==> src/rtl/seq_mult_pkg.sv <==
// rtl/seq_mult_pkg.sv - shared state encoding and sizing helper for the sequential multiplier
package seq_mult_pkg;

    typedef enum logic [1:0] {
        IDLE = 2'd0,
        CALC = 2'd1,
        DONE = 2'd2
    } state_t;

    // Bit counter must index 0..width-1; keep at least one bit for width 2.
    function automatic int cnt_width(input int width);
        return (width <= 2) ? 1 : $clog2(width);
    endfunction

endpackage

==> src/rtl/seq_mult_datapath.sv <==
// rtl/seq_mult_datapath.sv - operand magnitudes, shift-add accumulator, bit counter and sign-fixed product
module seq_mult_datapath
    import seq_mult_pkg::*;
#(
    parameter int WIDTH     = 8,
    parameter int SIGNED_EN = 1
) (
    input  logic                 clk,
    input  logic                 rst,
    input  logic                 load,
    input  logic                 step,
    input  logic                 finish,
    input  logic                 is_signed,
    input  logic [WIDTH-1:0]     multiplier,
    input  logic [WIDTH-1:0]     multiplicand,
    output logic                 last,
    output logic [2*WIDTH-1:0]   product
);

    localparam int CW = cnt_width(WIDTH);
    localparam int PW = 2 * WIDTH;

    logic [WIDTH-1:0] mplier;
    logic [PW-1:0]    mcand;
    logic [PW-1:0]    acc;
    logic [CW-1:0]    cnt;
    logic             neg;

    logic             signed_mode;
    logic [WIDTH-1:0] mag_a;
    logic [WIDTH-1:0] mag_b;

    // The most-negative operand negates to itself, which is its correct unsigned magnitude.
    assign signed_mode = (SIGNED_EN != 0) && is_signed;
    assign mag_a = (signed_mode && multiplier[WIDTH-1])   ? ((~multiplier) + WIDTH'(1))   : multiplier;
    assign mag_b = (signed_mode && multiplicand[WIDTH-1]) ? ((~multiplicand) + WIDTH'(1)) : multiplicand;

    assign last = (cnt == CW'(WIDTH - 1));

    always_ff @(posedge clk or negedge rst) begin
        if (!rst) begin
            mplier  <= '0;
            mcand   <= '0;
            acc     <= '0;
            cnt     <= '0;
            neg     <= 1'b0;
            product <= '0;
        end else begin
            if (load) begin
                mplier <= mag_a;
                mcand  <= {{WIDTH{1'b0}}, mag_b};
                acc    <= '0;
                cnt    <= '0;
                neg    <= signed_mode && (multiplier[WIDTH-1] ^ multiplicand[WIDTH-1]);
            end else if (step) begin
                // Multiplicand shifts left as the multiplier shifts right: bit cnt sees mcand << cnt.
                if (mplier[0]) begin
                    acc <= acc + mcand;
                end
                mplier <= mplier >> 1;
                mcand  <= mcand << 1;
                cnt    <= cnt + CW'(1);
            end
            if (finish) begin
                product <= neg ? ((~acc) + PW'(1)) : acc;
            end
        end
    end

endmodule

==> src/rtl/seq_multiplier_n.sv <==
// rtl/seq_multiplier_n.sv - start/busy/done control FSM around the shift-add multiplier datapath
module seq_multiplier_n
    import seq_mult_pkg::*;
#(
    parameter int WIDTH     = 8,
    parameter int SIGNED_EN = 1
) (
    input  logic                 clk,
    input  logic                 rst,
    input  logic                 start,
    input  logic                 is_signed,
    input  logic [WIDTH-1:0]     multiplier,
    input  logic [WIDTH-1:0]     multiplicand,
    output logic                 busy,
    output logic                 done,
    output logic [2*WIDTH-1:0]   product
);

    state_t state;
    logic   load;
    logic   step;
    logic   finish;
    logic   last;

    assign load   = (state == IDLE) && start;
    assign step   = (state == CALC);
    assign finish = (state == DONE);

    always_ff @(posedge clk or negedge rst) begin
        if (!rst) begin
            state <= IDLE;
            busy  <= 1'b0;
            done  <= 1'b0;
        end else begin
            done <= 1'b0;
            case (state)
                IDLE: begin
                    if (start) begin
                        state <= CALC;
                        busy  <= 1'b1;
                    end
                end
                CALC: begin
                    if (last) begin
                        state <= DONE;
                    end
                end
                DONE: begin
                    // Product register loads on this same edge, so done and the new product align.
                    state <= IDLE;
                    busy  <= 1'b0;
                    done  <= 1'b1;
                end
                default: begin
                    state <= IDLE;
                    busy  <= 1'b0;
                end
            endcase
        end
    end

    seq_mult_datapath #(
        .WIDTH     (WIDTH),
        .SIGNED_EN (SIGNED_EN)
    ) u_datapath (
        .clk          (clk),
        .rst          (rst),
        .load         (load),
        .step         (step),
        .finish       (finish),
        .is_signed    (is_signed),
        .multiplier   (multiplier),
        .multiplicand (multiplicand),
        .last         (last),
        .product      (product)
    );

endmodule

==> config.mk <==
export PLATFORM = sky130hd
export DESIGN_NAME = seq_multiplier_n
export DESIGN_NICKNAME = d
export VERILOG_FILES = /design/src/rtl/seq_mult_pkg.sv /design/src/rtl/seq_mult_datapath.sv /design/src/rtl/seq_multiplier_n.sv
export SDC_FILE = /design/constraint.sdc
export NUM_CORES = 1
export LEC_CHECK = 0
export CAP_MARGIN = 20
export CORE_UTILIZATION = 25
export DETAILED_ROUTE_END_ITERATION = 16
export GPL_ROUTABILITY_DRIVEN = 0
export PLACE_DENSITY_LB_ADDON = 0.2
export SLEW_MARGIN = 5
export SYNTH_ARGS = -nofsm -noshare
export SYNTH_HDL_FRONTEND = slang
export SYNTH_HIERARCHICAL = 1
export SYNTH_SLANG_ARGS = --single-unit
export TNS_END_PERCENT = 5
==> constraint.sdc <==
create_clock -name clk -period 2.7 [get_ports clk]
set_input_delay 0.54 -clock clk [delete_from_list [all_inputs] [get_ports clk]]
set_output_delay 0.54 -clock clk [all_outputs]
set_load 0.01 [all_outputs]
==> metrics.md <==
| Metric | Value |
|---|---|
| Status | `completed` |
| Comb pwr share | `0.473` |
| Endpoints failing hold | `0` |
| GRT Util Overall | `0.123` |
| CTS sink cnt | `64` |
| Worst Hold Class | `in2async` |
| Yosys Warn Count | `6` |
| R2r worst-path depth | `10` |
| Routed vias | `3,144` |
| Core ar. | `0.0151 mm2` |
| Root buffer cell | `clkbuf_16` |
| Worst setup EP type | `flop` |
| DRC | `0` |
| Sw Ratio | `0.398` |
| Top cells by area, synth | `dfrtp_1, ha_1, mux2i_1, a21oi_1, xor2_1` |
| Vias in the first global route | `3,028` |
| Switch Pwr | `2.09 mW` |
| Final min period | `2450 ps` |
| Reg-to-Reg End | `u_datapath/acc[12]` |
| Worst-margin pin slew | `603 ps` |
| Peak supply drop | `326 uV` |
| CTS tree | `yes` |
| Post-synth ARST share | `1.00` |
| Initial drt markers | `183` |
| FF/Latch Area | `0.00160 mm2` |
| Pin count of the biggest net entering global routing | `42` |
| Synthesized instance count | `419` |
| DR vias/cell | `4.81` |
| Int Pwr | `3.16 mW` |
| Launching element type of the critical path | `flop` |
| Clock latency on the worst-skew pair | `330 ps` |
| Max-slew violation count | `0` |
| Clock-pin transition on the worst setup and hold timing paths | `50 ps` |
| Post-placement cell area | `0.00452 mm2` |
| Post-Syn Nets | `460` |
| Post-Syn Area | `0.00387 mm2` |
| Layout Cell Area excl Fill | `0.00478 mm2` |
| IO Port Bufs | `37` |
| Setup WS post-layout | `249 ps` |
| DRT Wirelength | `9100 um` |
| Clk pwr share | `0.194` |
| Worst rel slew slack | `0.598` |
| Setup TNS | `0 ps` |
| Setup bufs post-CTS | `0` |
| Critical Path Start | `u_datapath/mcand[0]` |
| Clk_skew | `8.25 ps` |
| Area growth syn-to-layout | `23.6%` |
| Hold buffer count at cts | `0` |
| Final setup fails | `0` |
| Fin crit share | `0.908` |
| Initial core utilization | `0.255` |
| Global route overflow | `0` |
| Share of cells above drive strength 1 | `0.0773` |
| R2R Setup Slk | `250 ps` |
| Sequential share of power | `0.334` |
| P_leak | `2.23 nW` |
| First-pass GRT wire length | `15,400 um` |
| Worst reg2reg path startpoint | `u_datapath/mcand[0]` |
| Synth cell count leaders | `dfrtp_1, a21oi_1, nand2_1` |
| Synth cell types | `52` |
| Achievable clock frequency | `408 MHz` |
| # diodes | `0` |
| Critical path fanouts, max | `4` |
| Htree depth | `3` |
| Die area | `0.0160 mm2` |
| Place WS | `209 ps` |
| Syn Area/Cell | `9.23 um2` |
| Critical path data arrival time | `2710 ps` |
| Chip width | `126 um` |
| Worst path required time | `2960 ps` |
| Post-synth EDFFs | `0` |
| Sequential fraction of the synthesis area | `0.414` |
| Io pins | `38` |
| Util after Layout | `0.315` |
| Synth top area share | `0.414` |
| DPL Wire Length | `6740 um` |
| Avg WL per Cell | `13.9 um` |
| Antenna violations before repair | `0` |
| Max-cap violations | `0` |
| Fillers | `1,569` |
| RSZ-0062 raised after global routing | `false` |
| Overall Power | `5.26 mW` |
| Power Dens Cells | `1100 mW/mm2` |
| Cell taking the most area after synthesis | `dfrtp_1` |
| Num CTS Buffers | `9` |
| Row count | `45` |
| Top-count cell post-synth | `dfrtp_1` |
| Multi-input logic area | `0.00215 mm2` |
| Nets | `504` |
| Top FF cell, synth | `dfrtp_1` |
| Pre-antenna DRT Iters | `4` |
| Critical path class | `reg2reg` |
| Seq cells post-synth | `64` |
| Routed Antenna Nets | `0` |
| Maximum clock path buffer count | `2` |
| Die H | `126 um` |
## critical path, cell delays in order, from the launching register on
cell       delay, ps
dfrtp_1          370
ha_1             180
inv_1             60
fa_1             370
nor2b_1          210
o211ai_1         150
a211oi_1         230
buf_4            160
o211ai_1         120
a2111oi_2        380
a311o_1          160
## cells in the final DEF (no fill, tap or decap), types with 4 or more instances in the layout
master           count
nor3_1              10
inv_1               15
buf_4               12
nor2_1              39
and3_1               7
xor2_1              21
nand2_1             41
o21a_1               4
nor2b_1              4
o21ai_0             22
clkdlybuf4s50_1     36
a211oi_1             7
o31ai_1              6
ha_1                20
xnor2_1              8
dfrtp_1             64
a21oi_1             43
a21o_1               6
clkbuf_16            9
nand3_1             10
mux2i_1             24
## state kept, by name (all words and copies together) (netlist names)
name,count
u_datapath/mcand,16
u_datapath/mplier,8
done,1
u_datapath/acc,16
u_datapath/product,16
u_datapath/neg,1
busy,1
state,2
u_datapath/cnt,3
## what timing repair did
action / CTS / global route
endpoints found under the hold margin: 0 / 0
endpoints found under the setup margin: 0 / 1
resized for setup: 0 / 2
## layer usage
metal | track usage | routed length (um)
met2 | 0.187 | 4060
met5 | 0 | 0
met1 | 0.171 | 4680
met3 | 0.0257 | 282
met4 | 0.0446 | 82
## power groups by stage
stage / sequential [mW] / combinational, mW / clock, mW
finish: 1.75 / 2.49 / 1.02
global route: 1.83 / 2.81 / 1.09
CTS: 1.76 / 2.51 / 1.05
detailed placement: 1.77 / 2.50 / 0
global placement: 1.76 / 2.49 / 0
floorplan: 1.70 / 1.75 / 0
## through the flow
stage	hold slack, ps	std cells
floorplan	244	419
global placement	501	640
detailed placement	500	640
CTS	236	654
global route	255	654
finish	222	654
## how the worst max path moves through the flow
stage / slack (ps) / to / depth (start not counted)
finish: 250 / u_datapath/acc[12] / 10
global route: 90 / u_datapath/acc[12] / 10
CTS: 170 / u_datapath/acc[12] / 10
detailed placement: 210 / u_datapath/acc[12] / 10
global placement: 280 / u_datapath/acc[12] / 10
floorplan: 340 / u_datapath/acc[12] / 9
## layout make-up
class | count | area share
Tap cell | 188 | 0.0492
Sequential cell | 64 | 0.335
Inverter | 15 | 0.0118
Clock inverter | 1 | 0.00105
Multi-Input combinational cell | 323 | 0.451
Timing Repair Buffer | 50 | 0.0995
Clock buffer | 13 | 0.0524
## cells by family (layout without fill, tap and decap cells)
kind of cell | Yosys count | after routing | synth area share
buffers and inverters | 32 | 79 | 0.0336
XOR/XNOR | 29 | 29 | 0.0657
flip-flops | 64 | 64 | 0.414
multiplexers | 27 | 27 | 0.0709
AND/OR/NAND/NOR | 134 | 134 | 0.165
adder cells (fa/ha/maj) | 21 | 21 | 0.0699
AO/OA/AOI/OAI | 112 | 112 | 0.181
Note: power is estimated with default switching activity, not from simulation.
